`src/rtl/core_pkg.sv`:
```
// Shared definitions for the core's fetch stage: PC-source codes, fetch FSM
// state encoding and the default reset/exception vectors.
package core_pkg;

    localparam logic [1:0] PCSRC_SEQ  = 2'b00;
    localparam logic [1:0] PCSRC_JMP  = 2'b01;
    localparam logic [1:0] PCSRC_ERET = 2'b10;
    localparam logic [1:0] PCSRC_EXC  = 2'b11;

    localparam logic [31:0] DEFAULT_RESET_VECTOR = 32'h0000_0000;
    localparam logic [31:0] DEFAULT_EXC_VECTOR   = 32'h0000_0180;

    typedef enum logic [1:0] {
        S_IDLE = 2'b00,
        S_REQ  = 2'b01,
        S_EXEC = 2'b10
    } fetch_state_t;

    // Instruction addresses are word aligned, so the low two bits are cleared.
    function automatic logic [31:0] align_word(input logic [31:0] addr);
        return addr & 32'hFFFF_FFFC;
    endfunction

endpackage

```
`src/rtl/pc_sel_mux.sv`:
```
// Next-PC selector: picks the candidate PC for the next commit based on the
// PC-source code from the next-PC logic.
module pc_sel_mux
    import core_pkg::*;
#(
    parameter logic [31:0] EXC_VECTOR = DEFAULT_EXC_VECTOR
) (
    input  logic [1:0]  pcsrc,
    input  logic [31:0] pc_plus4,
    input  logic [31:0] nextpc,
    input  logic [31:0] epc,
    output logic [31:0] next_pc
);

    // Four-way select of sequential, aligned target, return and trap addresses.
    always_comb begin
        next_pc = pc_plus4;
        case (pcsrc)
            PCSRC_SEQ:  next_pc = pc_plus4;
            PCSRC_JMP:  next_pc = align_word(nextpc);
            PCSRC_ERET: next_pc = epc;
            PCSRC_EXC:  next_pc = EXC_VECTOR;
            default:    next_pc = pc_plus4;
        endcase
    end

endmodule

```
`src/rtl/pc_fetch_unit.sv`:
```
// Program-counter and instruction-fetch unit for the unpipelined core.
// Fetches one instruction per PC over a req/ack port, holds it for decode
// until it is no longer stalled, then commits the next PC and EPC.
module pc_fetch_unit
    import core_pkg::*;
#(
    parameter logic [31:0] RESET_VECTOR = DEFAULT_RESET_VECTOR,
    parameter logic [31:0] EXC_VECTOR   = DEFAULT_EXC_VECTOR
) (
    input  logic        i_clk,
    input  logic        i_rst_n,
    input  logic [1:0]  i_pcsrc,
    input  logic [31:0] i_nextpc,
    input  logic        i_stall,
    input  logic        i_imem_ack,
    input  logic [31:0] i_imem_rdata,
    output logic        o_imem_req,
    output logic [31:0] o_imem_addr,
    output logic [31:0] o_instr,
    output logic        o_instr_valid,
    output logic [31:0] o_pc,
    output logic [31:0] o_pc_plus4,
    output logic [31:0] o_epc
);

    fetch_state_t state;
    logic [31:0]  pc;
    logic [31:0]  epc;
    logic [31:0]  pc_plus4;
    logic [31:0]  next_pc;

    assign pc_plus4 = pc + 32'd4;

    pc_sel_mux #(
        .EXC_VECTOR (EXC_VECTOR)
    ) u_pc_sel_mux (
        .pcsrc    (i_pcsrc),
        .pc_plus4 (pc_plus4),
        .nextpc   (i_nextpc),
        .epc      (epc),
        .next_pc  (next_pc)
    );

    // Fetch FSM with registered handshake/valid outputs; PC and EPC change only on commit.
    always_ff @(posedge i_clk) begin
        if (!i_rst_n) begin
            state         <= S_IDLE;
            pc            <= RESET_VECTOR;
            epc           <= 32'h0000_0000;
            o_instr       <= 32'h0000_0000;
            o_instr_valid <= 1'b0;
            o_imem_req    <= 1'b0;
        end else begin
            case (state)
                S_IDLE: begin
                    o_imem_req <= 1'b1;
                    state      <= S_REQ;
                end
                S_REQ: begin
                    if (i_imem_ack) begin
                        o_instr       <= i_imem_rdata;
                        o_instr_valid <= 1'b1;
                        o_imem_req    <= 1'b0;
                        state         <= S_EXEC;
                    end
                end
                S_EXEC: begin
                    if (!i_stall) begin
                        pc <= next_pc;
                        if (i_pcsrc == PCSRC_EXC) begin
                            epc <= pc_plus4;
                        end
                        o_instr_valid <= 1'b0;
                        o_imem_req    <= 1'b1;
                        state         <= S_REQ;
                    end
                end
                default: begin
                    o_instr_valid <= 1'b0;
                    o_imem_req    <= 1'b0;
                    state         <= S_IDLE;
                end
            endcase
        end
    end

    assign o_pc        = pc;
    assign o_imem_addr = pc;
    assign o_pc_plus4  = pc_plus4;
    assign o_epc       = epc;

endmodule

```
`config.mk`:
```
export PLATFORM = sky130hd
export DESIGN_NAME = pc_fetch_unit
export DESIGN_NICKNAME = d
export VERILOG_FILES = /design/src/rtl/core_pkg.sv /design/src/rtl/pc_sel_mux.sv /design/src/rtl/pc_fetch_unit.sv
export SDC_FILE = /design/constraint.sdc
export NUM_CORES = 1
export LEC_CHECK = 0
export ABC_AREA = 0
export BUFFER_PORTS_ARGS = -buffer_cell sky130_fd_sc_hd__buf_2
export CAP_MARGIN = 20
export CORE_ASPECT_RATIO = 0.75
export CORE_MARGIN = 2
export CORE_UTILIZATION = 43
export CTS_BUF_LIST = sky130_fd_sc_hd__clkbuf_16
export CTS_CLUSTER_SIZE = 24
export DETAILED_ROUTE_END_ITERATION = 6
export PLACE_DENSITY = 0.8
export REMOVE_ABC_BUFFERS = 1
export SLEW_MARGIN = 30
export SYNTH_ARGS = -nofsm -noshare
export SYNTH_HDL_FRONTEND = slang
export SYNTH_HIERARCHICAL = 1
export SYNTH_SLANG_ARGS = --single-unit
```
`constraint.sdc`:
```
create_clock -name i_clk -period 2.3 [get_ports i_clk]
set_input_delay 0.115 -clock i_clk [delete_from_list [all_inputs] [get_ports i_clk]]
set_output_delay 0.115 -clock i_clk [all_outputs]
set_load 0.005 [all_outputs]
```
# After elaboration in Yosys (flattened, before gate mapping)
# Index checks and enable logic that the tools add are counted.
# totals
ff_bits	100
input_bits	70
out_inout_bits	162
wordCells	33
# op_classes
add_sub_neg	1
eq_ne	7
mux	10
bitwise	2
n_reduce_logical	7
# ops
cell	n
one-hot mux 32 bit (4 select lines)	1
adder 32 x 3 -> 32 bit, second input constant	1
equality test 2 bit, second input constant	3
one-hot mux 1 bit (3 select lines)	2
one-hot mux 2 bit (3 select lines)	1
AND reduction 2 bit	3
AND reduction 3 bit	2
equality test 2 x 1 -> 1 bit, second input constant	2
logical NOT 2 bit	2
two-way mux 1 bit	4
two-way mux 2 bit	2
!= test 2 bit, second input constant	2
NOT 1 bit	2

# Depth between registers and ports, before layout
# Gate-level depths: netlist of the first run.
# logic_depth
depth_word	3
depth_mapped	10
depth_no_buf	9

# Cells and area by module
# Netlist of the first run, hierarchy kept.
# by_module_without_submodules
module	n_inst	cells_each	area_per_inst_um2	seq_area_each_um2
pc_fetch_unit	1	563	4404.2	1981.9
pc_sel_mux	1	77	867.1	0.0

# Worst setup path before layout of the first run
# No wires, ideal clock.
# synth_timing
path_kind	reg2reg
startpoint	register pc[18] (netlist: o_imem_addr[18])
endpoint	register pc[27] (netlist: o_imem_addr[27])
setup_time_ns	0.070
arrival_time_ns	2.219
required_ns	2.230
setup_slack_ns	0.011
stages_incl_launch_ff	10
n_path_buf	1
synth_period_minus_slack_ns	2.289
path_cell_list	dfxtp_1 > clkbuf_2 > nand4_1 > or4_4 > or4_1 > nand2_1 > mux2i_1 > o2bb2ai_2 > nand2_1 > a21oi_1
# synth_between
elab_chain_cells	2
# synth_rtl
item	line_no	text
start: declaration	pc_fetch_unit.sv:27	logic [31:0] pc;
start signal: assignment	pc_fetch_unit.sv:69	pc <= next_pc;
adder 32 x 3 -> 32 bit	pc_fetch_unit.sv:32	assign pc_plus4 = pc + 32'd4;
net o_pc_plus4[27]	pc_fetch_unit.sv:22	output logic [31:0] o_pc_plus4,
one-hot mux 32 bit (4 select lines)	pc_sel_mux.sv:18	case (pcsrc)
net next_pc[27]	pc_fetch_unit.sv:30	logic [31:0] next_pc;
# The timed path passes the listed nets, and every way through them passes these cells.
# A chain may end at the register's enable or synchronous reset.

# Worst setup path in the final report of the first run
# layout_timing
startpoint	register pc[14] (netlist: o_imem_addr[14])
endpoint	output port o_pc_plus4[24]
# layout_between
elab_chain_cells	1
# layout_rtl
item	line_no
adder 32 x 3 -> 32 bit	pc_fetch_unit.sv:32
end: declaration	pc_fetch_unit.sv:22
# No other way between the ends.

==> flow_metrics.tcl, run 1 <==
set metrics [dict create \
    outcome "completed" \
    routed_wl_mm 15.7 \
    r2r-end "o_imem_addr[31]" \
    die_x_um 132 \
    async_reset_ff_share_pct 0 \
    area_growth_pct 31.9 \
    routabilityCongestion 0.806 \
    drc 0 \
    ys_seq_area_share_pct 37.6 \
    rows 34 \
    antenna_cells 0 \
    core_area_mm2 0.0118 \
    die_height_um 99.9 \
    grt_use_met1_pct 32.4 \
    vias 5309 \
    slew_headroom_pct 58.4 \
    final_nets 922 \
    grt_start_max_net_pins 59 \
    path_class "register to primary output" \
    finalSetupViolCount 0 \
    initial_core_util_pct 44.7 \
    rr_worst_depth 10 \
    cap_violations 0 \
    slew_viol_final 0 \
    cts_tree "done" \
    gr-usage-met3_pct 4.29 \
    p_total_mw 3.63 \
    drtIter0Drc 302 \
    clockRootBuffer "clkbuf_16" \
    min_delay_worst_endpoint "o_instr[10]" \
    clkTransAtPathRegs_ns 0.07 \
    startpoint "o_imem_addr[14]" \
    dp_cells 997 \
    skew_ns 0.00688 \
    placed_cell_area_mm2 0.00649 \
    worstPathArrival_ns 2.10 \
    synthFlopType "dfxtp_1" \
    rsz0062_at_grt "yes" \
    ant_nets 0 \
    fin_util_pct 59.0 \
    antenna_found_initial 0 \
    worstPathRequired_ns 2.18 \
    r2r-start "o_imem_addr[7]" \
    use_met2_pct 36.4 \
    max_freq_ghz 0.452 \
    clock-sinks 99 \
    clk-insertion-delay-late_ns 0.34 \
    final_common_cell "buf_2" \
    clk_path_buf_depth 2 \
    ys_seq_elements 99 \
    period_share_pct 96.2 \
    min-delay-start "i_imem_rdata[10]" \
    grtUsageTotal_pct 22.9 \
    grt_pass1_vias 4601 \
    min_path_type "primary input to register" \
    final_cell_mix "229 x buf_2, 158 x nand2_1, 89 x dfxtp_1" \
    numCtsBuffers 9 \
    grt_overflow 0 \
    cp_max_fo 8 \
    min_period_ns 2.21 \
    routedWlPerCell_um 15.4 \
    worst_pin_slew_ns 0.624 \
    gr-max-usage-layer "met2" \
    avgViaCountPerCell 5.22 \
    synth_area_mm2 0.00527 \
    yosys_warnings 6 \
    fp.dieArea_mm2 0.0132 \
    grt_pass1_wl_mm 24.4 \
    design_area_mm2 0.00695 \
    dr.pass1.iters 5 \
    cp-end-kind "primary output" \
    fin_cells 1018 \
    synth_edf_count 0 \
    port-buffer-count 229 \
    hold_depth 3 \
    p_leak_nw 3.31 \
    rrSetupSlack_ns 0.21 \
    hold_viol_final 0 \
    synthCells 640 \
    ir_worst_vdd_uv 382 \
    ys_types 42 \
    drive_above_1_share_pct 41.9 \
    power.density_mw_per_mm2 523 \
    ioPinCount 232 \
    cts-htree-levels 3 \
    dpl.hpwl_mm 11.5 \
    avgSynthCellArea_um2 8.24 \
    start_kind "register" \
]
==> state kept, by name, summed over array words and instances, names as in the netlist <==
name and cells:
o_epc 32, o_imem_addr 32, o_instr 32, o_instr_valid 1, state 2
==> routing by layer <==
layer	vias to the layer above	share of wire, %
li1	2624	-
met5	-	0
met4	0	1.3
met3	20	5.9
met2	191	46
met1	2474	47
==> worst max-delay path: stages (launching register included) <==
cell     delay [ns]
dfxtp_2        0.34
buf_6          0.12
nand4_1        0.11
or4_4          0.55
or3_4          0.36
nand2_2        0.08
buf_4          0.10
buf_2          0.10
==> kinds of logic (layout without fill, tap and decap cells) <==
family	count (synthesis)	after routing	synth area share, %
buf+inv	85	301	10.1
fa+ha+maj	1	1	0.237
simple gates	247	247	21.5
compound gates	159	159	21.5
flops	99	99	37.6
mux	32	32	6.27
xor+xnor	17	17	2.82
==> cell usage after synthesis, types with 7 or more instances <==
library cell | instances | area, µm²
a21oi_1 | 71 | 355
nor2_1 | 17 | 63.8
o31ai_1 | 7 | 52.6
o2bb2ai_2 | 20 | 300
or4_1 | 8 | 60.1
o2bb2ai_1 | 8 | 70.1
nand2_1 | 162 | 608
o21ba_2 | 8 | 80.1
buf_4 | 34 | 255
mux2i_1 | 30 | 300
clkbuf_1 | 31 | 116
xor2_1 | 7 | 61.3
a31oi_1 | 11 | 68.8
nand4_1 | 10 | 62.6
nand3_1 | 13 | 65.1
dfxtp_1 | 99 | 1980
xnor2_1 | 10 | 87.6
o21ai_0 | 25 | 125
==> cell type report <==
| type | count | area (µm²) |
|---|---|---|
| Clock buffer | 9 | 225 |
| Clock inverter | 7 | 66.3 |
| Fill cell | 1099 | 4830 |
| Inverter | 3 | 11.3 |
| Multi-Input combinational cell | 456 | 2860 |
| Sequential cell | 99 | 2000 |
| Tap cell | 162 | 203 |
| Timing Repair Buffer | 282 | 1590 |
==> repair_timing <==
item	4_1_cts	5_1_grt
hold buffers	3	0
setup endpoints to repair	7	22
buffers inserted	1	1
pin swaps	5	8
gates resized for setup	10	27
hold endpoints to repair	3	0
==> metrics by stage <==
stage | setup TNS [ns] | hold WS [ns] | worst slack [ns]
global route | -0.0358 | 0.00343 | -0.0212
floorplan | -12.13 | 0.248 | -0.428
global placement | 0 | 0.355 | 0.0468
finish | 0 | 0.00731 | 0.0876
detailed placement | 0 | 0.363 | 0.0264
CTS | 0 | 0.000130 | 0.000418
==> power by group <==
part / internal [mW] / total, mW / switching, mW
logic: 0.158 / 0.356 / 0.198
registers: 1.75 / 1.78 / 0.0249
clock network: 0.838 / 1.50 / 0.663
==> worst max-delay path by stage <==
| stage | end | slack, ns | cells after the start |
|---|---|---|---|
| 3_3_place_gp | o_imem_addr[24] | 0.05 | 9 |
| 5_1_grt | o_pc_plus4[26] | -0.02 | 5 |
| 6_report | o_pc_plus4[24] | 0.09 | 7 |
| 3_5_place_dp | o_imem_addr[24] | 0.03 | 9 |
| 2_1_floorplan | o_epc[28] | -0.43 | 4 |
| 4_1_cts | o_pc_plus4[27] | 0.0004 | 5 |
Power figures use the tool's default switching activity.
==> inputs of run 2 (changes only) <==
--- a/config.mk
+++ b/config.mk
@@ -8,7 +8,6 @@
 export ABC_AREA = 0
 export BUFFER_PORTS_ARGS = -buffer_cell sky130_fd_sc_hd__buf_2
 export CAP_MARGIN = 20
-export CORE_ASPECT_RATIO = 0.75
 export CORE_MARGIN = 2
 export CORE_UTILIZATION = 43
 export CTS_BUF_LIST = sky130_fd_sc_hd__clkbuf_16
==> run 2 against run 1 <==
Compared with the run above: design area is 1.4% higher; hold slack better by 0.012 ns; die area hardly changed; critical path type unchanged; non-clock buffer count is 13 higher; wire length is 8.4% higher; fmax is 2.3% lower; combinational power is 8.7% higher; clock-buffer cell count stayed put; clock skew is 0.00066 ns lower; critical path depth is 1 lower; via count is 3.6% higher; core utilization is 0.33 points lower.
==> flow_metrics.tcl, run 2 (synthesized netlist as in run 1, its figures left out) <==
set metrics [dict create \
    outcome "completed" \
    rrSetupSlack_ns 0.11 \
    grt_start_max_net_pins 44 \
    p_total_mw 3.73 \
    layout_setup_ws_ns 0.0353 \
    worstPathRequired_ns 2.18 \
    hold_depth 3 \
    routed_wl_mm 17.0 \
    initial_core_util_pct 43.9 \
    cp_max_fo 6 \
    worst_pin_slew_ns 0.656 \
    clk_path_buf_depth 2 \
    wl_met2_mm 8.36 \
    grt_pass1_wl_mm 25.6 \
    vias 5499 \
    met1_length_mm 6.96 \
    clkTransAtPathRegs_ns 0.06 \
    dr.pass1.iters 5 \
    r2r-end "o_imem_addr[24]" \
    antenna_cells 0 \
    drc 0 \
    rr_worst_depth 9 \
    grtUsageTotal_pct 24.9 \
    numCtsBuffers 9 \
    routedWlPerCell_um 16.7 \
    p_leak_nw 3.35 \
    avgViaCountPerCell 5.42 \
    power.density_mw_per_mm2 529 \
    die_height_um 115 \
    dp_slack_ns 0.0185 \
    top_layer "met4" \
    drtIter0Drc 451 \
    dpl.hpwl_mm 11.6 \
    core_area_mm2 0.0120 \
    slew_viol_final 0 \
    ant_nets 0 \
    fillers 1061 \
    rows 40 \
    routabilityCongestion 0.824 \
    dp_cells 979 \
    clockRootBuffer "clkbuf_16" \
    rsz0062_at_grt "yes" \
    final_nets 935 \
    cts_tree "done" \
    ir_worst_vdd_uv 354 \
    clock-sinks 99 \
    drive_above_1_share_pct 39.9 \
    finalSetupViolCount 0 \
    hold_viol_final 0 \
    start_kind "register" \
    final_common_cell "buf_2" \
    fin_cells 1015 \
    min_path_type "primary input to register" \
    slew_headroom_pct 56.2 \
    min_delay_worst_endpoint "o_instr[3]" \
    grt_pass1_vias 5065 \
    area_growth_pct 33.7 \
    dr_wl_met3_mm 1.36 \
    port-buffer-count 229 \
    antenna_found_initial 0 \
    final_cell_mix "228 x buf_2, 160 x nand2_1, 92 x dfxtp_1" \
    worstPathArrival_ns 2.15 \
    path_class "register to primary output" \
    fp.dieArea_mm2 0.0132 \
    cap_violations 0 \
    cp-end-kind "primary output" \
    period_share_pct 98.5 \
    die_x_um 115 \
    clk-insertion-delay-late_ns 0.34 \
    grt_overflow 0 \
    ioPinCount 232 \
    skew_ns 0.00622 \
    max_freq_ghz 0.442 \
    tns_ns 0 \
    r2r-start "o_imem_addr[3]" \
    cts-htree-levels 3 \
    min_period_ns 2.26 \
    min-delay-start "i_imem_rdata[3]" \
]
==> run 2: cell types whose count changed in the layout (fill, tap and decap cells not counted), sizes merged <==
cell / previous run / this run
inv: 4 / 6
clkinv: 3 / 1
dlygate4sd3: 3 / 18
clkinvlp: 2 / 0
bufinv: 1 / 2
buf: 279 / 277
==> run 2: how the worst max path moves through the flow <==
stage	startpoint	end	slack, ns	depth (start not counted)
3_5_place_dp	o_imem_addr[2]	o_imem_addr[24]	0.02	9
5_1_grt	o_imem_addr[2]	o_pc_plus4[24]	-0.06	6
3_3_place_gp	o_imem_addr[2]	o_imem_addr[24]	0.07	9
2_1_floorplan	state[1]	o_epc[28]	-0.43	4
4_1_cts	o_imem_addr[9]	o_pc_plus4[26]	0.003	5
6_report	o_imem_addr[16]	o_pc_plus4[29]	0.04	6
==> run 2: routing by layer <==
| layer | track usage [%] | vias to the layer above |
|---|---|---|
| met5 | 0 | - |
| met4 | 8.03 | 0 |
| met3 | 5.66 | 24 |
| met2 | 44.1 | 254 |
| met1 | 30.0 | 2571 |
| li1 | - | 2650 |
==> run 2: where the power goes <==
group | switching [mW] | internal, mW | total [mW]
combinational | 0.209 | 0.178 | 0.387
sequential | 0.0268 | 1.75 | 1.78
clock | 0.631 | 0.932 | 1.56
total | 0.867 | 2.86 | 3.73
==> run 2: layout make-up <==
cell class | count | area, µm² | area share (%)
well taps | 147 | 184 | 2.61
clock inverters | 6 | 75.1 | 1.07
flip-flops and latches | 99 | 1990 | 28.3
repair buffers | 295 | 1740 | 24.6
inverters | 3 | 11.3 | 0.160
multi-input cells | 456 | 2820 | 40.0
clock buffers | 9 | 225 | 3.20
==> run 2: metrics by stage <==
stage	util [%]	area (µm²)	hold WS [ns]
global route	58.7	7050	0.0170
finish	58.7	7050	0.0190
global placement	53.6	6440	0.355
floorplan	-	4750	0.248
CTS	57.9	6950	0.00200
detailed placement	53.6	6440	0.362
==> run 2: worst max-delay path: stages (launching register included) <==
cell and delay, ns:
dfxtp_2 0.34, nand4_1 0.12, or4_4 0.62, or4_4 0.45, nand2_2 0.10, buf_6 0.10, buf_6 0.08
==> run 2: repair_timing <==
item,4_1_cts,5_1_grt
setup buffers,0,2
endpoints found under the setup margin,7,19
hold endpoints to repair,18,0
resized for setup,15,12
hold buffers,18,0
pin swaps,2,6
==> inputs of run 3 (changes only) <==
--- a/config.mk
+++ b/config.mk
@@ -9,14 +9,14 @@
 export BUFFER_PORTS_ARGS = -buffer_cell sky130_fd_sc_hd__buf_2
 export CAP_MARGIN = 20
 export CORE_MARGIN = 2
-export CORE_UTILIZATION = 43
+export CORE_UTILIZATION = 44
 export CTS_BUF_LIST = sky130_fd_sc_hd__clkbuf_16
 export CTS_CLUSTER_SIZE = 24
 export DETAILED_ROUTE_END_ITERATION = 6
-export PLACE_DENSITY = 0.8
+export GPL_ROUTABILITY_DRIVEN = 0
+export PLACE_DENSITY = 0.81
 export REMOVE_ABC_BUFFERS = 1
 export SLEW_MARGIN = 30
 export SYNTH_ARGS = -nofsm -noshare
 export SYNTH_HDL_FRONTEND = slang
-export SYNTH_HIERARCHICAL = 1
 export SYNTH_SLANG_ARGS = --single-unit
==> run 3 against run 2 <==
Compared with the run above: power shrank 2.1%; synthesized cell count grew 9.1%; clock power decreased by 6%; sequential share of layout area down 0.19 points; clock skew rose by 0.0021 ns; wire length grew 6.0%; non-clock buffer count fell by 4; global-route usage increased by 1.6 points; combinational power grew 1%; sequential cell count unchanged; cell count up 3.9%; worst setup slack gained 0.048 ns; critical endpoint is now o_pc_plus4[27].
==> flow_metrics.tcl, run 3 <==
set metrics [dict create \
    outcome "completed" \
    synthTopCellsByCount "119 x nand2_1, 99 x dfxtp_1, 58 x a21oi_1, 43 x clkbuf_1, 39 x o21ai_0" \
    dpl.hpwl_mm 12.5 \
    worstPathRequired_ns 2.18 \
    synthCells 698 \
    p_leak_nw 3.32 \
    ys_seq_elements 99 \
    cap_violations 0 \
    dr.pass1.iters 5 \
    antenna_cells 0 \
    final_common_cell "buf_2" \
    design_area_mm2 0.00710 \
    cts_tree "done" \
    routed_wl_mm 18.0 \
    yosysTopAreaCell "dfxtp_1" \
    vias 6081 \
    power.density_mw_per_mm2 514 \
    clockRootBuffer "clkbuf_16" \
    skew_ns 0.00830 \
    yosys_warnings 0 \
    cp-end-kind "primary output" \
    clkTransAtPathRegs_ns 0.06 \
    ys_types 61 \
    ioPinCount 232 \
    avgViaCountPerCell 5.76 \
    finalSetupViolCount 0 \
    port-buffer-count 229 \
    min_period_ns 2.22 \
    grt_start_max_net_pins 38 \
    drtIter0Drc 458 \
    clk_path_buf_depth 2 \
    cts-htree-levels 3 \
    rows 40 \
    synth_edf_count 0 \
    ys_seq_area_share_pct 36.7 \
    dp_slack_ns 0.247 \
    dp_cells 1024 \
    synth.most_common_cell "nand2_1" \
    grt_pass1_vias 5418 \
    path_class "register to primary output" \
    period_share_pct 96.4 \
    final_cell_mix "229 x buf_2, 118 x nand2_1, 90 x dfxtp_1" \
    fp.dieArea_mm2 0.0132 \
    final_nets 975 \
    fin_cells 1055 \
    worstPathArrival_ns 2.10 \
    min_path_type "primary input to register" \
    netlist_top_cells_area "dfxtp_1 37%, nand2_1 8.3%, a21oi_1 5.4%" \
    antenna_found_initial 0 \
    clock-sinks 99 \
    grtUsageTotal_pct 26.5 \
    routedWlPerCell_um 17.1 \
    numCtsBuffers 9 \
    core_area_mm2 0.0120 \
    start_kind "register" \
    avgSynthCellArea_um2 7.73 \
    area_growth_pct 31.6 \
    drc 0 \
    grt_overflow 0 \
    ant_nets 0 \
    synth_area_mm2 0.00540 \
    hold_ws_ns 0.00733 \
    fillers 1104 \
    synth_top_area_share_pct 36.7 \
    grt_pass1_wl_mm 27.8 \
    cp_max_fo 8 \
    clk-insertion-delay-late_ns 0.35 \
    slew_viol_final 0 \
    ir_worst_vdd_uv 341 \
    hold_viol_final 0 \
    max_freq_ghz 0.451 \
    initial_core_util_pct 44.9 \
    drive_above_1_share_pct 37.0 \
    placed_cell_area_mm2 0.00657 \
    layout_setup_ws_ns 0.0838 \
    synthFlopType "dfxtp_1" \
    async_reset_ff_share_pct 0 \
    die_x_um 115 \
    slew_headroom_pct 60.0 \
    die_height_um 115 \
    worst_pin_slew_ns 0.599 \
]
[run 3: final cells by class]
| type | count | area [µm²] | area share, % |
|---|---|---|---|
| Clock buffer | 9 | 225 | 3.17 |
| Clock inverter | 6 | 50.0 | 0.705 |
| Inverter | 5 | 18.8 | 0.264 |
| Multi-Input combinational cell | 498 | 2990 | 42.0 |
| Sequential cell | 99 | 2000 | 28.1 |
| Tap cell | 147 | 184 | 2.59 |
| Timing Repair Buffer | 291 | 1640 | 23.1 |
[run 3: what timing repair did]
item | 4_1_cts | 5_1_grt
hold buffers | 12 | 1
hold endpoints to repair | 12 | 1
pin swaps | 1 | 2
gates resized for setup | 11 | 19
setup buffers | 2 | 1
setup endpoints to repair | 12 | 16
[run 3: path summary, 6_finish.rpt]
path / slack, ns / cells past startpoint / endpoint / start
setup / recovery: 0.08 / 5 / o_pc_plus4[27] / o_imem_addr[5]
hold / removal: 0.007 / 3 / o_instr[6] / i_imem_rdata[6]
setup reg to reg: 0.28 / 4 / o_imem_addr[27] / state[1]
hold reg to reg: 0.45 / 2 / o_instr[24] / o_instr[24]
[run 3: through the flow]
stage          setup TNS (ns)  power, mW  utilization, %
6_report                    0       3.65            59.1
2_1_floorplan           -9.46       1.98               -
3_5_place_dp                0       2.19            54.7
4_1_cts                     0       3.67            58.6
3_3_place_gp                0       2.19            54.7
5_1_grt               -0.0294       3.79            59.1
[run 3: logic make-up after synthesis]
family          count (synthesis)  synth area share [%]
compound gates                202                  24.5
flops                          99                  36.7
mux                             2                 0.371
buf+inv                       101                  9.85
xor+xnor                       18                  2.92
fa+ha+maj                       1                 0.232
simple gates                  275                  25.4
[run 3: power breakdown]
group / switching [mW] / leakage [nW] / total (mW) / internal [mW]
Sequential: 0.0321 / 0.806 / 1.79 / 1.76
Combinational: 0.220 / 2.37 / 0.392 / 0.172
Clock: 0.652 / 0.143 / 1.47 / 0.821
Total: 0.904 / 3.32 / 3.65 / 2.75
[run 3: critical path, cell delays in order (launching register included)]
cell and delay, ns:
dfxtp_2 0.41, and4_1 0.34, nand2_1 0.25, or4_1 0.55, nand2_1 0.09, buf_2 0.11
[run 3: layer usage]
layer | GRT usage [%] | up-vias | routed length (µm) | part of all wire [%]
met5 | 0 | - | 0 | 0
met4 | 12.9 | 0 | 620 | 3.4
met3 | 5.85 | 50 | 1550 | 8.6
met2 | 40.7 | 311 | 8370 | 46
met1 | 35.3 | 2811 | 7460 | 41
li1 | - | 2909 | - | -
